**src/rtl/mul16_share_ctrl.sv**
```systemverilog
// mul16_share_ctrl: round-robin sharing of one multicycle combinational multiplier
// between two valid/ready requesters, returning id-tagged registered products.
module mul16_share_ctrl #(
    parameter int WIDTH  = 16,
    parameter int SETTLE = 2
) (
    input  logic               clk,
    input  logic               rst_n,
    input  logic               req0_valid,
    output logic               req0_ready,
    input  logic [WIDTH-1:0]   req0_a,
    input  logic [WIDTH-1:0]   req0_b,
    input  logic               req1_valid,
    output logic               req1_ready,
    input  logic [WIDTH-1:0]   req1_a,
    input  logic [WIDTH-1:0]   req1_b,
    output logic [WIDTH-1:0]   mul_a,
    output logic [WIDTH-1:0]   mul_b,
    input  logic [2*WIDTH-1:0] mul_prod,
    output logic               rsp_valid,
    input  logic               rsp_ready,
    output logic               rsp_id,
    output logic [2*WIDTH-1:0] rsp_prod,
    output logic               busy
);
    typedef enum logic [1:0] {S_IDLE, S_SETTLE, S_RESP} state_t;

    state_t     state;
    logic [3:0] cnt;
    logic       last_grant;
    logic       grant;
    logic       accept;

    generate
        if (SETTLE < 1 || SETTLE > 15) begin : g_bad_settle
            $error("mul16_share_ctrl: SETTLE must be in 1..15");
        end
    endgenerate

    // On a tie the requester that did not win last time goes first.
    assign grant      = (req0_valid && req1_valid) ? !last_grant : req1_valid;
    assign req0_ready = (state == S_IDLE) && !grant && req0_valid;
    assign req1_ready = (state == S_IDLE) && grant && req1_valid;
    assign accept     = req0_ready || req1_ready;
    assign busy       = state != S_IDLE;

    always_ff @(posedge clk or negedge rst_n) begin
        if (!rst_n) begin
            state      <= S_IDLE;
            mul_a      <= '0;
            mul_b      <= '0;
            rsp_valid  <= 1'b0;
            rsp_id     <= 1'b0;
            rsp_prod   <= '0;
            cnt        <= '0;
            last_grant <= 1'b1;
        end else begin
            case (state)
                S_IDLE: if (accept) begin
                    mul_a      <= grant ? req1_a : req0_a;
                    mul_b      <= grant ? req1_b : req0_b;
                    rsp_id     <= grant;
                    last_grant <= grant;
                    cnt        <= 4'(SETTLE - 1);
                    state      <= S_SETTLE;
                end
                S_SETTLE: if (cnt != 4'd0) begin
                    cnt <= cnt - 4'd1;
                end else begin
                    rsp_prod  <= mul_prod;
                    rsp_valid <= 1'b1;
                    state     <= S_RESP;
                end
                S_RESP: if (rsp_ready) begin
                    rsp_valid <= 1'b0;
                    state     <= S_IDLE;
                end
                default: state <= S_IDLE;
            endcase
        end
    end
endmodule

```
**config.mk**
```make
export PLATFORM = sky130hd
export DESIGN_NAME = mul16_share_ctrl
export DESIGN_NICKNAME = d
export VERILOG_FILES = /design/src/rtl/mul16_share_ctrl.sv
export SDC_FILE = /design/constraint.sdc
export NUM_CORES = 1
export LEC_CHECK = 0
export ABC_CLOCK_PERIOD_IN_PS = 5000
export CAP_MARGIN = 20
export CELL_PAD_IN_SITES_DETAIL_PLACEMENT = 1
export CELL_PAD_IN_SITES_GLOBAL_PLACEMENT = 2
export CORE_ASPECT_RATIO = 1.5
export CORE_MARGIN = 2
export CORE_UTILIZATION = 25
export DETAILED_ROUTE_END_ITERATION = 8
export HOLD_SLACK_MARGIN = 0.02
export PLACE_DENSITY_LB_ADDON = 0.3
export SYNTH_ARGS = -nofsm -noshare
export SYNTH_HDL_FRONTEND = slang
export SYNTH_SLANG_ARGS = --single-unit
```
**constraint.sdc**
```tcl
create_clock -name clk -period 5 [get_ports clk]
set_clock_uncertainty 0.15 [all_clocks]
set_input_delay 1 -clock clk [delete_from_list [all_inputs] [get_ports clk]]
set_output_delay 1 -clock clk [all_outputs]
set_load 0.02 [all_outputs]
```
==> flow_metrics.py, run 1 <==
metrics = {
    "timing": {
        "hold_violations": 0,
        "rsz0062_at_grt": "no",
        "fin_hold_ws_ns": 0.3360,
        "tightest_slew_ns": 0.9539,
        "fin_crit_sh": 0.8050,
        "max_freq_ghz": 0.2484,
        "slew_headroom": 0.3641,
        "setup_tns_ns": 0,
        "slew_viol_final": 0,
        "finalSetupViolCount": 0,
        "min_period_ns": 4.025,
    },
    "cts": {
        "clk_path_buf_depth": 2,
        "cts_resized": 0,
        "clk_root_buffer_cell": "clkbuf_16",
        "h-tree-depth": 3,
        "cts.sinks": 73,
        "path_clk_slew_ns": 0.05,
        "cts_tree": "built",
        "worstSkewPairLatency_ns": 0.33,
        "numCtsBuffers": 9,
        "cts_setup_buffers": 0,
        "cts_hold_buf": 0,
    },
    "yosys": {
        "ys_top_cells_by_count": "dfrtp_1, nand2_1, a21oi_1",
        "postSynthAreaPerCell_um2": 11.16,
        "netlist_area_um2": 3302,
        "synth_warnings": 0,
        "synth.top_cell.area_share": 0.5457,
        "synth-edff-count": 0,
        "synthArstFlopShare": 1.000,
        "synth.largest_area_cell": "dfrtp_1",
        "synth.lib_cells_used.distinct": 31,
        "synth_most_common_cell": "dfrtp_1",
        "synth_seq_cells": 73,
        "synth_nets": 399,
        "netlist_instances": 296,
        "synthTopCellsByArea": "dfrtp_1, mux2_4, nand2_1",
        "yosysSeqAreaShare": 0.5536,
        "synth_ff_type": "dfrtp_1",
    },
    "detailed_routing": {
        "drt_iter0_markers": 46,
        "final_antenna_net_count": 0,
        "drc": 0,
        "totalWireLength_um": 10230,
        "routed-via-count": 2910,
        "avgRoutedWirePerCell_um": 16.43,
        "vias_per_cell": 4.671,
        "drtPass1Iterations": 4,
    },
    "setup_path": {
        "reg2reg_to": "rsp_prod[6]",
        "cp.arrival_ns": 2.88,
        "cp.required_ns": 3.85,
        "critPathLaunchType": "primary input",
        "r2r_slack_ns": 2.80,
        "reg2reg_depth": 6,
        "critPathMaxFanout": 5,
        "critPathCaptureType": "primary output",
        "critPathKind": "in -> out",
        "r2r-start": "cnt[0]",
    },
    "final_layout": {
        "area_growth_pct": 64.53,
        "final_nets": 562,
        "layout-drive-gt1-share": 0.1422,
        "diodes": 0,
    },
    "run": {
        "drv_cap": 0,
    },
    "min_path": {
        "min_from": "rsp_id",
        "hold_class": "reg -> reg",
        "min_path_cells": 1,
        "hold_end": "rsp_id",
    },
    "place": {
        "io_buffers": 169,
        "post-dp-hpwl_um": 7177,
        "gp_congestion": 0.6882,
    },
    "floorplan": {
        "die-area_um2": 14160,
        "die_y_um": 144.8,
        "die_width_um": 97.84,
        "core_um2": 12950,
        "num_rows": 51,
        "floorplan.initialDensity": 0.2549,
        "ios": 170,
    },
    "status": {
        "status": "completed",
    },
    "pwr": {
        "fin_total_pwr_mw": 3.630,
        "ir_drop_uv": 198.2,
        "p_leak_nw": 2.331,
        "powerDensity_nw_per_um2": 668.1,
    },
    "global_routing": {
        "antenna_found_initial": 0,
        "grt-ovfl-total": 0,
        "grt_max_degree": 74,
        "gr-usage-all-layers": 0.1438,
        "grt_pass1_vias": 3139,
        "grt_pass1_wl_um": 16070,
    },
}
[worst max-delay path by stage]
stage,from,to,slack [ns],cells past startpoint
floorplan,req0_valid,req0_ready,2.10,2
global placement,req0_valid,req0_ready,1.01,4
detailed placement,req0_valid,req0_ready,0.98,4
CTS,req0_valid,req0_ready,0.98,4
global route,req0_valid,req0_ready,0.94,4
finish,req0_valid,req0_ready,0.97,4
[power by group]
part | switching, mW | total (mW) | leakage, nW | internal, mW
Sequential | 0.189 | 1.09 | 0.838 | 0.900
Clock | 0.257 | 0.643 | 0.149 | 0.386
Combinational | 0.909 | 1.90 | 1.34 | 0.988
[cells in the final DEF (no fill, tap or decap), types with 2 or more instances in the layout]
cell type        netlist  routed
a21oi_1               33      33
a31oi_1               32      32
buf_4                  0       5
clkbuf_16              0       9
clkdlybuf4s50_1        0     168
clkinv_2               0       3
clkinv_4               0       3
dfrtp_1               72      72
ha_1                   2       2
inv_1                  3       3
mux2_2                 5       5
mux2_4                28      28
mux2i_1                2       2
nand2_1               68      68
nand2b_1               2       2
nor2_1                 3       3
nor3_1                 3       3
nor3b_1                2       2
o21ai_0                4       4
[cells by family (layout without fill, tap and decap cells)]
group / Yosys count / in the layout / synth area share
adder cells (fa/ha/maj): 2 / 2 / 0.007577
AO/OA/AOI/OAI: 75 / 75 / 0.1319
AND/OR/NAND/NOR: 85 / 85 / 0.1133
buffers and inverters: 26 / 194 / 0.04320
multiplexers: 35 / 35 / 0.1504
flip-flops: 73 / 73 / 0.5536
[per-layer routing]
| layer | part of all wire | GRT usage | vias up |
|---|---|---|---|
| met5 | 0 | 0 | - |
| met4 | 0.016 | 0.06140 | 0 |
| li1 | - | - | 1357 |
| met3 | 0.058 | 0.03458 | 10 |
| met2 | 0.52 | 0.2552 | 109 |
| met1 | 0.40 | 0.1651 | 1434 |
[cell type report]
cell class | instances | area [um2]
clock buffer | 9 | 225.2
tap | 159 | 198.9
fill | 1403 | 7521
clock inverter | 7 | 71.32
inverter | 4 | 15.01
sequential | 73 | 1828
multi-input combinational | 197 | 1348
timing repair buffer | 174 | 1747
[through the flow]
stage | utilization | worst slack [ns] | std cells | instance area (um2)
final | 0.4194 | 0.9748 | 623 | 5433
after detailed placement | 0.3944 | 0.9814 | 606 | 5109
after global routing | 0.4194 | 0.9440 | 623 | 5433
after CTS | 0.4173 | 0.9779 | 622 | 5405
after global placement | 0.3944 | 1.011 | 606 | 5109
after floorplan | - | 2.097 | 296 | 3302
[worst max-delay path, cell delays in order]
cell and delay (ns):
clkdlybuf4s50_1 0.59, or3b_2 0.52, nor2_1 0.12, clkdlybuf4s50_1 0.64
[sequential cells by signal, summed over array words and instances (netlist names)]
| register | flops |
|---|---|
| rsp_prod | 32 |
| mul_a | 16 |
| mul_b | 16 |
| cnt | 4 |
| state | 2 |
| last_grant | 1 |
| rsp_id | 1 |
| rsp_valid | 1 |
(Power assumes the default switching activity.)
==> run 2, diff against run 1 <==
Settings changed: ABC_CLOCK_PERIOD_IN_PS 5000 to 4000, CORE_UTILIZATION 25 to 23.
Clock period 5 ns to 4 ns, I/O delays scaled along.
==> run 2 against run 1 <==
Against the previous run: utilization is 3.0 points lower; highest routed layer unchanged; setup slack got worse by 0.57 ns; sequential power increased by 26%; register-to-register slack worse by 1.0 ns; first-iteration DRC count is 15% lower; sequential share of layout area shrank 0.26 points; via count decreased by 0.65%; cell count is 5.3% higher; critical path depth did not move; wire length rose by 2.9%; total power is 25% higher.
==> flow_metrics.py, run 2 (synthesized netlist as in run 1, its figures left out) <==
metrics = {
    "floorplan": {
        "ios": 170,
        "die-area_um2": 15350,
        "die_width_um": 101.8,
        "floorplan.initialDensity": 0.2349,
        "core_um2": 14060,
        "num_rows": 53,
        "die_y_um": 150.7,
    },
    "timing": {
        "hold_violations": 0,
        "min_period_ns": 3.599,
        "slew_viol_final": 0,
        "slew_headroom": 0.3734,
        "max_freq_ghz": 0.2779,
        "setup_tns_ns": 0,
        "tightest_slew_ns": 0.9399,
        "fin_crit_sh": 0.8997,
        "rsz0062_at_grt": "no",
        "finalSetupViolCount": 0,
    },
    "cts": {
        "worstSkewPairLatency_ns": 0.33,
        "numCtsBuffers": 9,
        "h-tree-depth": 3,
        "cts_resized": 0,
        "cts_hold_buf": 0,
        "cts_tree": "built",
        "cts.sinks": 73,
        "path_clk_slew_ns": 0.05,
        "clk_path_buf_depth": 2,
        "clk_root_buffer_cell": "clkbuf_16",
        "cts_setup_buffers": 0,
    },
    "global_routing": {
        "grt_max_degree": 74,
        "antenna_found_initial": 0,
        "grt_pass1_vias": 3186,
        "grt-ovfl-total": 0,
        "gr-usage-all-layers": 0.1370,
        "grt_pass1_wl_um": 16280,
    },
    "setup_path": {
        "critPathMaxFanout": 5,
        "critPathKind": "in -> out",
        "cp.required_ns": 3.05,
        "cp.arrival_ns": 2.65,
        "critPathCaptureType": "primary output",
        "critPathLaunchType": "primary input",
    },
    "detailed_routing": {
        "drc": 0,
        "avgRoutedWirePerCell_um": 16.05,
        "totalWireLength_um": 10530,
        "routed-via-count": 2891,
        "drt_iter0_markers": 39,
        "vias_per_cell": 4.407,
        "drtPass1Iterations": 4,
        "final_antenna_net_count": 0,
    },
    "pwr": {
        "powerDensity_nw_per_um2": 831.7,
        "clock_power_share": 0.176,
        "p_int_mw": 2.846,
        "ir_drop_uv": 238.8,
        "p_sw_frac": 0.3751,
        "p_comb_frac": 0.523,
        "p_leak_nw": 2.325,
        "pwr-share-seq": 0.301,
        "switchingPower_mw": 1.708,
    },
    "final_layout": {
        "layout-drive-gt1-share": 0.1401,
        "seqCellArea_um2": 1828,
        "final_common_cell": "clkdlybuf4s50_1",
        "fillers": 1586,
        "final_nets": 562,
        "mostFrequentLayoutCells": "clkdlybuf4s50_1, dfrtp_1, nand2_1, a21oi_1, a31oi_1",
        "area_growth_pct": 65.82,
        "diodes": 0,
        "top_register": "rsp_prod",
        "multiInputGateArea_um2": 1348,
        "largest_reg_flops": 32,
        "post-route-util": 0.3895,
        "largest_registers": "rsp_prod: 32 flops, mul_a: 16 flops, mul_b: 16 flops",
    },
    "run": {
        "drv_cap": 0,
    },
    "min_path": {
        "hold_class": "reg -> reg",
    },
    "place": {
        "io_buffers": 169,
        "post-dp-hpwl_um": 7430,
        "gp_congestion": 0.7163,
    },
    "status": {
        "status": "completed",
    },
}
==> run 2: worst max-delay path, stage by stage <==
cell and delay, ns:
clkdlybuf4s50_1 0.59, or3b_2 0.51, nor2_1 0.11, clkdlybuf4s50_1 0.63
==> run 2: cell type report <==
type / count / area share
sequential: 73 / 0.3339
timing repair buffer: 174 / 0.3190
multi-input combinational: 197 / 0.2461
tap: 192 / 0.04388
clock buffer: 10 / 0.04182
clock inverter: 6 / 0.01257
inverter: 4 / 0.002742
==> run 2: path summary, 6_finish.rpt <==
path	start	to	slack, ns	cells past startpoint
setup / recovery	req0_valid	req0_ready	0.40	4
max in group asynchronous	rst_n	cnt[0]	2.63	1
min in group asynchronous	rst_n	rsp_prod[0]	0.47	1
hold reg to reg	rsp_id	rsp_id	0.34	1
setup reg to reg	cnt[0]	rsp_prod[5]	1.80	6
hold / removal	rsp_id	rsp_id	0.34	1
==> run 2: power by group through the flow <==
| stage | sequential, mW | combinational [mW] | clock [mW] |
|---|---|---|---|
| global placement | 1.36 | 2.38 | 0 |
| detailed placement | 1.38 | 2.40 | 0 |
| finish | 1.37 | 2.38 | 0.802 |
| CTS | 1.37 | 2.42 | 0.830 |
| floorplan | 1.75 | 0.969 | 0 |
| global route | 1.43 | 2.57 | 0.864 |
==> run 2: stage by stage <==
stage	instances	setup WS, ns	power (mW)	hold WS, ns	instance area, um2
3_5_place_dp	639	0.3968	3.788	0.3255	5150
3_3_place_gp	639	0.4200	3.740	0.3303	5150
4_1_cts	655	0.3903	4.621	0.3524	5448
5_1_grt	656	0.3462	4.857	0.3590	5475
6_report	656	0.4012	4.554	0.3448	5475
2_1_floorplan	296	1.497	2.717	0.3204	3302
==> run 2: routing by layer <==
metal / up-vias / GRT usage / part of all wire
met3: 7 / 0.05107 / 0.083
li1: 1353 / - / -
met1: 1416 / 0.1456 / 0.39
met2: 115 / 0.2503 / 0.52
met5: - / 0 / 0
met4: 0 / 0.03733 / 0.0083
==> run 3, diff against run 2 <==
Settings changed: CAP_MARGIN 20 to unset, MAX_ROUTING_LAYER set to met4.
==> run 3 against run 2 <==
Against the previous run: global-route usage rose by 0.41 points; final area decreased by 0.50%; clock-buffer cell count stayed put; combinational power barely moved; via count fell by 0.14%; critical endpoint unchanged; largest cell class unchanged; largest power group unchanged.
==> flow_metrics.py, run 3 (synthesized netlist as in run 1, its figures left out) <==
metrics = {
    "status": {
        "status": "completed",
    },
    "run": {
        "drv_cap": 0,
    },
    "detailed_routing": {
        "routed-via-count": 2887,
        "final_antenna_net_count": 0,
        "drc": 0,
        "avgRoutedWirePerCell_um": 16.09,
        "vias_per_cell": 4.408,
        "drt_iter0_markers": 39,
        "drtPass1Iterations": 4,
        "totalWireLength_um": 10540,
    },
    "cts": {
        "h-tree-depth": 3,
        "path_clk_slew_ns": 0.05,
        "worstSkewPairLatency_ns": 0.33,
        "cts_hold_buf": 0,
        "cts.sinks": 73,
        "cts_setup_buffers": 0,
        "cts_resized": 0,
        "numCtsBuffers": 9,
        "clk_path_buf_depth": 2,
        "cts_tree": "built",
        "clk_root_buffer_cell": "clkbuf_16",
    },
    "timing": {
        "fin_ws_ns": 0.4019,
        "setup_tns_ns": 0,
        "rsz0062_at_grt": "no",
        "slew_headroom": 0.2699,
        "hold_violations": 0,
        "fin_crit_sh": 0.8995,
        "fin_hold_ws_ns": 0.3448,
        "min_period_ns": 3.598,
        "slew_viol_final": 0,
        "finalSetupViolCount": 0,
        "max_freq_ghz": 0.2779,
        "tightest_slew_ns": 1.091,
    },
    "final_layout": {
        "diodes": 0,
        "top_register": "rsp_prod",
        "seqCellArea_um2": 1828,
        "largest_registers": "rsp_prod: 32 flops, mul_a: 16 flops, mul_b: 16 flops",
        "mostFrequentLayoutCells": "clkdlybuf4s50_1, dfrtp_1, nand2_1, a21oi_1, a31oi_1",
        "multiInputGateArea_um2": 1348,
        "final_nets": 561,
        "layout-drive-gt1-share": 0.1382,
        "final_common_cell": "clkdlybuf4s50_1",
        "fillers": 1587,
        "largest_reg_flops": 32,
        "area_growth_pct": 64.99,
    },
    "floorplan": {
        "ios": 170,
        "die_y_um": 150.7,
        "num_rows": 53,
        "floorplan.initialDensity": 0.2349,
        "die_width_um": 101.8,
        "core_um2": 14060,
        "die-area_um2": 15350,
    },
    "pwr": {
        "p_comb_frac": 0.522,
        "pwr-share-seq": 0.302,
        "ir_drop_uv": 238.8,
        "switchingPower_mw": 1.705,
        "p_int_mw": 2.837,
        "clock_power_share": 0.177,
        "p_sw_frac": 0.3754,
        "powerDensity_nw_per_um2": 833.8,
        "p_leak_nw": 2.311,
    },
    "min_path": {
        "hold_class": "reg -> reg",
    },
    "place": {
        "io_buffers": 169,
        "dpl_worst_slack_ns": 0.3968,
        "post-dp-hpwl_um": 7430,
        "gp_congestion": 0.7246,
    },
    "global_routing": {
        "antenna_found_initial": 0,
        "gr-usage-all-layers": 0.1411,
        "grt_pass1_wl_um": 16260,
        "grt-ovfl-total": 0,
        "grt_pass1_vias": 3191,
        "grt_max_degree": 74,
    },
    "setup_path": {
        "critPathKind": "in -> out",
        "critPathMaxFanout": 5,
        "cp.required_ns": 3.05,
        "cp.arrival_ns": 2.65,
        "critPathLaunchType": "primary input",
        "critPathCaptureType": "primary output",
    },
}
-- run 3: worst paths after layout --
kind / slack, ns / from / to / depth (start not counted)
max: 0.40 / req0_valid / req0_ready / 4
min: 0.34 / rsp_id / rsp_id / 1
max reg2reg: 1.63 / cnt[0] / rsp_prod[5] / 5
min reg2reg: 0.34 / rsp_id / rsp_id / 1
max in group asynchronous: 2.62 / rst_n / cnt[0] / 1
min in group asynchronous: 0.46 / rst_n / rsp_prod[2] / 1
-- run 3: critical path, cell delays in order --
cell and delay, ns:
clkdlybuf4s50_1 0.59, or3b_2 0.51, nor2_1 0.11, clkdlybuf4s50_1 0.63
-- run 3: power groups by stage --
stage                     logic (mW)  registers (mW)  clock network [mW]
final                           2.37            1.37               0.802
after CTS                       2.42            1.37               0.830
after floorplan                0.969            1.75                   0
after global placement          2.38            1.36                   0
after global routing            2.55            1.43               0.866
after detailed placement        2.40            1.38                   0
-- run 3: layer usage --
layer  GRT usage  up-vias  routed length [um]
met5           -        -                   0
met4     0.03733        0                  78
met3     0.04503        6                 801
met2      0.2500      115                5455
met1      0.1502     1415                4205
li1            -     1351                   -
-- run 3: layout make-up --
type	count	area share
Tap cell	192	0.04410
Timing Repair Buffer	173	0.3156
Inverter	4	0.002756
Clock buffer	10	0.04203
Multi-Input combinational cell	197	0.2474
Clock inverter	6	0.01263
Sequential cell	73	0.3356
-- run 3: stage by stage --
| stage | utilization | std cells | power, mW | area, um2 |
|---|---|---|---|---|
| floorplan | - | 296 | 2.717 | 3302 |
| global placement | 0.3663 | 639 | 3.740 | 5150 |
| detailed placement | 0.3663 | 639 | 3.788 | 5150 |
| CTS | 0.3875 | 655 | 4.621 | 5448 |
| global route | 0.3875 | 655 | 4.844 | 5448 |
| finish | 0.3875 | 655 | 4.542 | 5448 |
==> RTL edit: new RTL, settings of run 2 <==
Make the reset (`rst_n`) synchronous in one clocked block.
--- a/src/rtl/mul16_share_ctrl.sv
+++ b/src/rtl/mul16_share_ctrl.sv
@@ -44,7 +44,7 @@
     assign accept     = req0_ready || req1_ready;
     assign busy       = state != S_IDLE;
 
-    always_ff @(posedge clk or negedge rst_n) begin
+    always_ff @(posedge clk) begin
         if (!rst_n) begin
             state      <= S_IDLE;
             mul_a      <= '0;
Formal check against the unedited RTL: differs if rst_n is asserted again (counterexample within 4 cycles, from zero or initial values and one cycle with rst_n low); with rst_n held inactive, the same outputs for 10 cycles.
==> RTL edit against run 2 <==
- die area decreased by 5.0%
- final area decreased by 4.7%
- synthesized area decreased by 5.2%
- setup slack improved by 0.034 ns
- sequential cell count unchanged
- cell count increased by 0.76%
- global-route usage increased by 1.3 points
- register-to-register slack got worse by 0.11 ns
- routed wire length increased by 4.0%
- synthesized cell count increased by 17%
- critical path type unchanged
Power is not compared: it rests on default switching activity, and its combinational part moved more than twofold at a synthesized area within 25%.
==> RTL edit: results <==
INSERT INTO impl_metrics (metric_group, metric, value, unit) VALUES
('run_status', 'run_status', 'finished, final reports clean', ''),
('global_route', 'via_count_of_the_first_global_routing_pass', '3595', ''),
('global_route', 'grtUsageMet2', '26.4', '%'),
('synth', 'synth_area_in_compound_gates', '26.1', '%'),
('setup_path', 'r2r-start', 'cnt[0]', ''),
('min_path', 'whs_endpoint', 'rsp_prod[27]', ''),
('place', 'post-place-ws', '0.431', 'ns'),
('sta', 'max_slew.worst_pin.slew', '0.993', 'ns'),
('sta', 'holdWs', '0.324', 'ns'),
('global_route', 'wire_length_of_the_first_global_routing_pass', '17700', 'µm'),
('final_layout', 'nets', '598', ''),
('synth', 'netlist_instances', '346', ''),
('setup_path', 'critPathMaxFanout', '4', ''),
('min_path', 'holdPathStages', '2', ''),
('synth', 'post_synth_main_area_contributors', 'sky130_fd_sc_hd__dfxtp_1 (47%), sky130_fd_sc_hd__a21oi_1 (11%), sky130_fd_sc_hd__mux2i_1 (10%)', ''),
('place', 'postPlaceCellArea', '4900', 'µm²'),
('final_layout', 'final_instance_count_without_filler_cells', '661', ''),
('place', 'place_inst', '646', ''),
('routing', 'drt-initial-drc-count', '74', ''),
('routing', 'detail_route.wirelength.met1', '4360', 'µm'),
('place', 'place.gp.congestion', '0.708', ''),
('synth', 'synth_async_sr_flop_share', '0', '%'),
('routing', 'wl_met3', '883', 'µm'),
('min_path', 'timing.hold.worst.start', 'rsp_prod[27]', ''),
('synth', 'yosys.cell_types.count', '34', '');
RTL edit: cell count changes after synthesis, moves of 5 or more:
cell                       delta
sky130_fd_sc_hd__a21oi_1     +35
sky130_fd_sc_hd__nand2_1     -66
sky130_fd_sc_hd__a211oi_1    +32
sky130_fd_sc_hd__a31oi_1     -31
sky130_fd_sc_hd__dfrtp_1     -72
sky130_fd_sc_hd__mux2_4      -28
sky130_fd_sc_hd__mux2_2       -5
sky130_fd_sc_hd__clkbuf_1    +12
sky130_fd_sc_hd__o21ai_0     +31
sky130_fd_sc_hd__nand3_1     +32
sky130_fd_sc_hd__mux2i_1     +30
sky130_fd_sc_hd__dfxtp_1     +73
RTL edit: layout make-up:
type                            instances  area, µm²
Clock inverter                          5       80.1
Tap cell                              162        203
Inverter                                5       18.8
Timing Repair Buffer                  174       1730
Multi-Input combinational cell        232       1490
Clock buffer                           10        239
Fill cell                            1558       8180
Sequential cell                        73       1460
